==> src/rtl/ram_bist_ctrl.sv <==
// RAM BIST sequencer: writes a seed-based incrementing pattern over an address window,
// reads it back through an RD_LAT-deep compare pipeline and reports pass/errors.
module ram_bist_ctrl #(
  parameter int unsigned ADDR_W = 4,
  parameter int unsigned DATA_W = 8,
  parameter int unsigned RD_LAT = 1
) (
  input  logic                clk,
  input  logic                rst,
  input  logic                start,
  input  logic [ADDR_W-1:0]   base_addr,
  input  logic [ADDR_W-1:0]   len_m1,
  input  logic [DATA_W-1:0]   seed,
  output logic                busy,
  output logic                done,
  output logic                pass,
  output logic [ADDR_W:0]     err_count,
  output logic [ADDR_W-1:0]   first_err_addr,
  output logic                ram_en,
  output logic [ADDR_W-1:0]   ram_addr,
  output logic [DATA_W-1:0]   ram_data_in,
  input  logic [DATA_W-1:0]   ram_data_out
);

  localparam int unsigned CNT_W = ADDR_W + 1;
  localparam int unsigned DRN_W = 3;

  typedef enum logic [2:0] {
    S_IDLE,
    S_WRITE,
    S_READ,
    S_DRAIN,
    S_DONE
  } state_e;

  state_e              state_q, state_d;
  logic [ADDR_W-1:0]   off_q, off_d;
  logic [ADDR_W-1:0]   base_q, base_d;
  logic [ADDR_W-1:0]   len_q, len_d;
  logic [DATA_W-1:0]   seed_q, seed_d;
  logic [DRN_W-1:0]    drn_q, drn_d;
  logic                busy_q, busy_d;
  logic                done_q, done_d;
  logic                pass_q, pass_d;
  logic [CNT_W-1:0]    err_count_q, err_count_d;
  logic [ADDR_W-1:0]   first_err_addr_q, first_err_addr_d;
  logic                ram_en_q, ram_en_d;
  logic [ADDR_W-1:0]   ram_addr_q, ram_addr_d;
  logic [DATA_W-1:0]   ram_data_in_q, ram_data_in_d;
  logic                rd_vld_q, rd_vld_d;
  logic [DATA_W-1:0]   rd_exp_q, rd_exp_d;

  // Compare delay line: stage 0 captures the read that was on the RAM bus last cycle.
  logic                pipe_vld_q  [RD_LAT];
  logic                pipe_vld_d  [RD_LAT];
  logic [DATA_W-1:0]   pipe_exp_q  [RD_LAT];
  logic [DATA_W-1:0]   pipe_exp_d  [RD_LAT];
  logic [ADDR_W-1:0]   pipe_addr_q [RD_LAT];
  logic [ADDR_W-1:0]   pipe_addr_d [RD_LAT];

  logic [ADDR_W-1:0]   off_nx;
  logic                mismatch;

  assign busy           = busy_q;
  assign done           = done_q;
  assign pass           = pass_q;
  assign err_count      = err_count_q;
  assign first_err_addr = first_err_addr_q;
  assign ram_en         = ram_en_q;
  assign ram_addr       = ram_addr_q;
  assign ram_data_in    = ram_data_in_q;

  always_comb begin
    state_d          = state_q;
    off_d            = off_q;
    base_d           = base_q;
    len_d            = len_q;
    seed_d           = seed_q;
    drn_d            = drn_q;
    busy_d           = busy_q;
    done_d           = 1'b0;
    pass_d           = pass_q;
    err_count_d      = err_count_q;
    first_err_addr_d = first_err_addr_q;
    ram_en_d         = 1'b0;
    ram_addr_d       = ram_addr_q;
    ram_data_in_d    = ram_data_in_q;
    rd_vld_d         = 1'b0;
    rd_exp_d         = rd_exp_q;

    off_nx = off_q + ADDR_W'(1);

    pipe_vld_d[0]  = rd_vld_q;
    pipe_exp_d[0]  = rd_exp_q;
    pipe_addr_d[0] = ram_addr_q;
    for (int i = 1; i < int'(RD_LAT); i++) begin
      pipe_vld_d[i]  = pipe_vld_q[i-1];
      pipe_exp_d[i]  = pipe_exp_q[i-1];
      pipe_addr_d[i] = pipe_addr_q[i-1];
    end

    mismatch = pipe_vld_q[RD_LAT-1] && (ram_data_out != pipe_exp_q[RD_LAT-1]);
    if (mismatch) begin
      if (err_count_q != {CNT_W{1'b1}}) err_count_d = err_count_q + CNT_W'(1);
      if (err_count_q == '0) first_err_addr_d = pipe_addr_q[RD_LAT-1];
    end

    case (state_q)
      S_IDLE: begin
        if (start) begin
          state_d          = S_WRITE;
          base_d           = base_addr;
          len_d            = len_m1;
          seed_d           = seed;
          off_d            = '0;
          busy_d           = 1'b1;
          pass_d           = 1'b0;
          err_count_d      = '0;
          first_err_addr_d = '0;
          ram_en_d         = 1'b1;
          ram_addr_d       = base_addr;
          ram_data_in_d    = seed;
        end
      end
      S_WRITE: begin
        if (off_q == len_q) begin
          state_d    = S_READ;
          off_d      = '0;
          ram_addr_d = base_q;
          rd_vld_d   = 1'b1;
          rd_exp_d   = seed_q;
        end else begin
          off_d         = off_nx;
          ram_en_d      = 1'b1;
          ram_addr_d    = base_q + off_nx;
          ram_data_in_d = seed_q + DATA_W'(off_nx);
        end
      end
      S_READ: begin
        if (off_q == len_q) begin
          state_d = S_DRAIN;
          drn_d   = '0;
        end else begin
          off_d      = off_nx;
          ram_addr_d = base_q + off_nx;
          rd_vld_d   = 1'b1;
          rd_exp_d   = seed_q + DATA_W'(off_nx);
        end
      end
      S_DRAIN: begin
        // The last read's compare lands on the same edge as the DONE entry.
        if (drn_q == DRN_W'(RD_LAT - 1)) begin
          state_d = S_DONE;
          done_d  = 1'b1;
          busy_d  = 1'b0;
          pass_d  = (err_count_d == '0);
        end else begin
          drn_d = drn_q + DRN_W'(1);
        end
      end
      S_DONE: begin
        state_d = S_IDLE;
      end
      default: begin
        state_d = S_IDLE;
      end
    endcase
  end

  always_ff @(posedge clk or posedge rst) begin
    if (rst) begin
      state_q          <= S_IDLE;
      off_q            <= '0;
      base_q           <= '0;
      len_q            <= '0;
      seed_q           <= '0;
      drn_q            <= '0;
      busy_q           <= 1'b0;
      done_q           <= 1'b0;
      pass_q           <= 1'b0;
      err_count_q      <= '0;
      first_err_addr_q <= '0;
      ram_en_q         <= 1'b0;
      ram_addr_q       <= '0;
      ram_data_in_q    <= '0;
      rd_vld_q         <= 1'b0;
      rd_exp_q         <= '0;
      for (int i = 0; i < int'(RD_LAT); i++) begin
        pipe_vld_q[i]  <= 1'b0;
        pipe_exp_q[i]  <= '0;
        pipe_addr_q[i] <= '0;
      end
    end else begin
      state_q          <= state_d;
      off_q            <= off_d;
      base_q           <= base_d;
      len_q            <= len_d;
      seed_q           <= seed_d;
      drn_q            <= drn_d;
      busy_q           <= busy_d;
      done_q           <= done_d;
      pass_q           <= pass_d;
      err_count_q      <= err_count_d;
      first_err_addr_q <= first_err_addr_d;
      ram_en_q         <= ram_en_d;
      ram_addr_q       <= ram_addr_d;
      ram_data_in_q    <= ram_data_in_d;
      rd_vld_q         <= rd_vld_d;
      rd_exp_q         <= rd_exp_d;
      for (int i = 0; i < int'(RD_LAT); i++) begin
        pipe_vld_q[i]  <= pipe_vld_d[i];
        pipe_exp_q[i]  <= pipe_exp_d[i];
        pipe_addr_q[i] <= pipe_addr_d[i];
      end
    end
  end

endmodule

==> config.mk <==
export PLATFORM = sky130hd
export DESIGN_NAME = ram_bist_ctrl
export DESIGN_NICKNAME = d
export VERILOG_FILES = /design/src/rtl/ram_bist_ctrl.sv
export SDC_FILE = /design/constraint.sdc
export NUM_CORES = 1
export LEC_CHECK = 0
export ABC_CLOCK_PERIOD_IN_PS = 5200
export CORE_UTILIZATION = 58
export DETAILED_ROUTE_END_ITERATION = 10
export PLACE_DENSITY = 0.86
export SYNTH_ARGS = -nofsm -noshare
export SYNTH_HDL_FRONTEND = slang
export SYNTH_SLANG_ARGS = --single-unit
==> constraint.sdc <==
create_clock -name clk -period 5.2 [get_ports clk]
set_clock_uncertainty 0.2 [all_clocks]
set_input_delay 0.78 -clock clk [delete_from_list [all_inputs] [get_ports clk]]
set_output_delay 0.78 -clock clk [all_outputs]
set_load 0.01 [all_outputs]
==> impl_metrics.csv <==
group,metric,value,unit
synth,async_flop_share,1.00,
die,rows,28,
timing,rsz0062_at_grt,"no",
timing,hold_violations,0,
clock_tree,post_cts_buffers,0,
layout,num_antenna_cells,0,
place,place_area,0.00416,sq mm
place,port_buffers,51,
die,die_x,80.8,um
status,status,"completed",
timing,hold_ws,0.149,ns
global_route,grt_pass1_vias,2604,
detailed_routing,wl_per_cell,15.0,um
synth,synth_nets,376,
global_route,grt_max_degree,39,
critical_path,worstSetupPathType,"reg -> reg",
synth,synth_cell_types,49,
power,vdd_drop_max,339,uV
global_route,antenna_found_initial,0,
hold_path,hold_start,"pipe_vld_d$_DFF_PP0_",
clock_tree,cts_sinks,73,
critical_path,start_kind,"register",
clock_tree,clk_pin_slew_worst_paths,0.07,ns
die,io_pins,52,
power,p_leak,0.00200,uW
clock_tree,worstSkewPairLatency,0.35,ns
timing,tightest_slew,0.913,ns
clock_tree,cts.path.max_buffers,2,
place,post-dp-hpwl,5000,um
clock_tree,cts-htree-levels,3,
detailed_routing,drc,0,
timing,min_period_over_period,0.528,
global_route,grt_pass1_wl,11800,um
detailed_routing,drt-pass1-iter-count,5,
synth,avgSynthCellArea,10.7,sq um
critical_path,r2r-end,"pipe_exp_d[7]$_DFFE_PP0P_",
timing,fmax,0.364,GHz
power,finalPower,2680,uW
clock_tree,cts-resized-gates,0,
timing,maxSlewViolCount,0,
clock_tree,numCtsBuffers,9,
global_route,grt-ovfl-total,0,
power,powerDensity,615,mW/mm^2
layout,fill_cells,407,
critical_path,ff2ff_setup_slack,2.46,ns
synth,yosys_warnings,0,
critical_path,worstPathRequired,5.22,ns
clock_tree,postCtsHoldBufs,0,
die,die_area,0.00652,sq mm
place,place.gp.congestion,0.866,
critical_path,cp.arrival,2.76,ns
layout,final_cell_mix,"dfrtp_1 (73), clkdlybuf4s50_1 (51), nand2_1 (38)",
synth,seq_area_frac_synth,0.508,
layout,postLayoutCoreUtil,0.731,
hold_path,hold-path-endpoint,"pipe_vld_q$_DFF_PP0_",
die,start_util,0.604,
layout,drive_gt1_frac,0.118,
critical_path,r2r_cells,9,
run,cap_violations,0,
synth,ys_seq_elements,73,
layout,syn_to_final_growth,21.0,%
detailed_routing,dr_total_vias,2600,
layout,nets,426,
critical_path,crit-reg2reg-launch,"off_q[0]$_DFFE_PP0P_",
layout,layout_commonest_cell,"dfrtp_1",
hold_path,hold_depth,0,
die,coreArea,0.00596,sq mm
detailed_routing,wl,6940,um
detailed_routing,drtAntennaViolNets,0,
detailed_routing,viasPerCell,5.60,
timing,setup_viol,0,
detailed_routing,first_iter_violations,163,
timing,maxSlewHeadroom,0.386,
hold_path,hp-class,"reg -> reg",
synth,synth_edf_count,0,
critical_path,critPathCaptureType,"register",
timing,totalNegativeSetupSlack,0,ns
timing,period_needed,2.74,ns
critical_path,critPathMaxFanout,6,
global_route,gr-usage-all-layers,0.245,
die,die_h,80.8,um
synth,syn_inst,335,
clock_tree,cts_tree,"built",
synth,syn_area,0.00360,sq mm
layout,final_area,0.00435,sq mm
synth,synthFlopType,"dfrtp_1",
clock_tree,cts-root-buf,"clkbuf_8",
==> sequential cells by signal, indices dropped and copies added (netlist names) <==
| register | count |
|---|---|
| base_q | 4 |
| busy | 1 |
| done | 1 |
| drn_q | 3 |
| err_count | 5 |
| first_err_addr | 4 |
| len_q | 4 |
| off_q | 4 |
| pass | 1 |
| pipe_addr_q | 4 |
| pipe_exp_d | 8 |
| pipe_exp_q | 8 |
| pipe_vld_d | 1 |
| pipe_vld_q | 1 |
| ram_addr | 4 |
| ram_data_in | 8 |
| ram_en | 1 |
| seed_q | 8 |
| state_q | 3 |
==> logic make-up (layout without fill, tap and decap cells) <==
group | Yosys count | in the layout | share of synthesized area
xor+xnor | 28 | 28 | 0.0681
simple gates | 99 | 99 | 0.135
buf+inv | 28 | 82 | 0.0330
mux | 30 | 30 | 0.0897
flops | 73 | 73 | 0.508
compound gates | 63 | 63 | 0.113
fa+ha+maj | 14 | 14 | 0.0529
==> worst max-delay path, cell delays in order (launching register included) <==
cell     delay, ns
dfrtp_1       0.47
ha_1          0.25
xor2_1        0.25
ha_1          0.34
and3_1        0.22
a221o_1       0.39
nand3_1       0.15
nor2_1        0.07
xnor2_1       0.20
o21ai_1       0.09
==> layout make-up <==
class	count	area, sq um	area share
clock inverters	5	56.3	0.0129
well taps	75	93.8	0.0216
clock buffers	10	138	0.0316
inverters	14	52.6	0.0121
repair buffers	53	526	0.121
multi-input cells	234	1660	0.382
flip-flops and latches	73	1830	0.420
==> cells in the mapped netlist (2+ instances only) <==
master,n,area (sq um)
xor2_1,17,149
and3_1,2,12.5
nor2b_1,3,18.8
nand2_1,38,143
a31oi_1,3,18.8
mux2_2,18,203
nand3b_1,2,15.0
a32o_1,2,20.0
a21o_1,4,30.0
nor2_4,2,22.5
and2_1,3,18.8
xnor2_1,11,96.3
o21ai_1,18,90.1
nor2_1,29,109
nand3_1,4,20.0
a21oi_1,12,60.1
o31ai_1,2,15.0
ha_1,12,150
buf_2,8,40.0
fa_1,2,40.0
o21ai_0,7,35.0
nor3_1,4,20.0
nor4_1,2,12.5
mux2i_1,12,120
nand2b_1,3,18.8
clkbuf_1,5,18.8
inv_1,13,48.8
a22o_1,4,35.0
dfrtp_1,73,1830
==> layer usage <==
| layer | part of all wire | wire, um | track usage | vias to the layer above |
|---|---|---|---|---|
| li1 | - | - | - | 1258 |
| met1 | 0.45 | 3100 | 0.330 | 1255 |
| met2 | 0.49 | 3370 | 0.376 | 68 |
| met3 | 0.038 | 265 | 0.0640 | 19 |
| met4 | 0.029 | 204 | 0.105 | 0 |
| met5 | 0 | 0 | 0 | - |
==> where the power goes <==
part | switching, uW | internal, uW
logic | 653 | 598
clock network | 203 | 231
registers | 188 | 806
==> per-stage QoR <==
| stage | setup WS, ns | cells |
|---|---|---|
| 6_report | 2.46 | 464 |
| 5_1_grt | 2.31 | 464 |
| 4_1_cts | 2.42 | 464 |
| 3_5_place_dp | 2.07 | 449 |
| 3_3_place_gp | 2.19 | 449 |
| 2_1_floorplan | 2.37 | 335 |
==> worst max path at each step <==
stage / start / slack, ns / end / depth (start not counted)
final: off_q[0]$_DFFE_PP0P_ / 2.46 / pipe_exp_d[7]$_DFFE_PP0P_ / 9
after global routing: ram_data_out[1] / 2.31 / pass$_DFFE_PP0P_ / 7
after CTS: ram_data_out[1] / 2.42 / pass$_DFFE_PP0P_ / 7
after detailed placement: ram_data_out[1] / 2.07 / pass$_DFFE_PP0P_ / 7
after global placement: ram_data_out[1] / 2.19 / pass$_DFFE_PP0P_ / 7
after floorplan: rst / 2.37 / base_q[0]$_DFFE_PP0P_ / 1
Note: power is estimated with default switching activity, not from simulation.
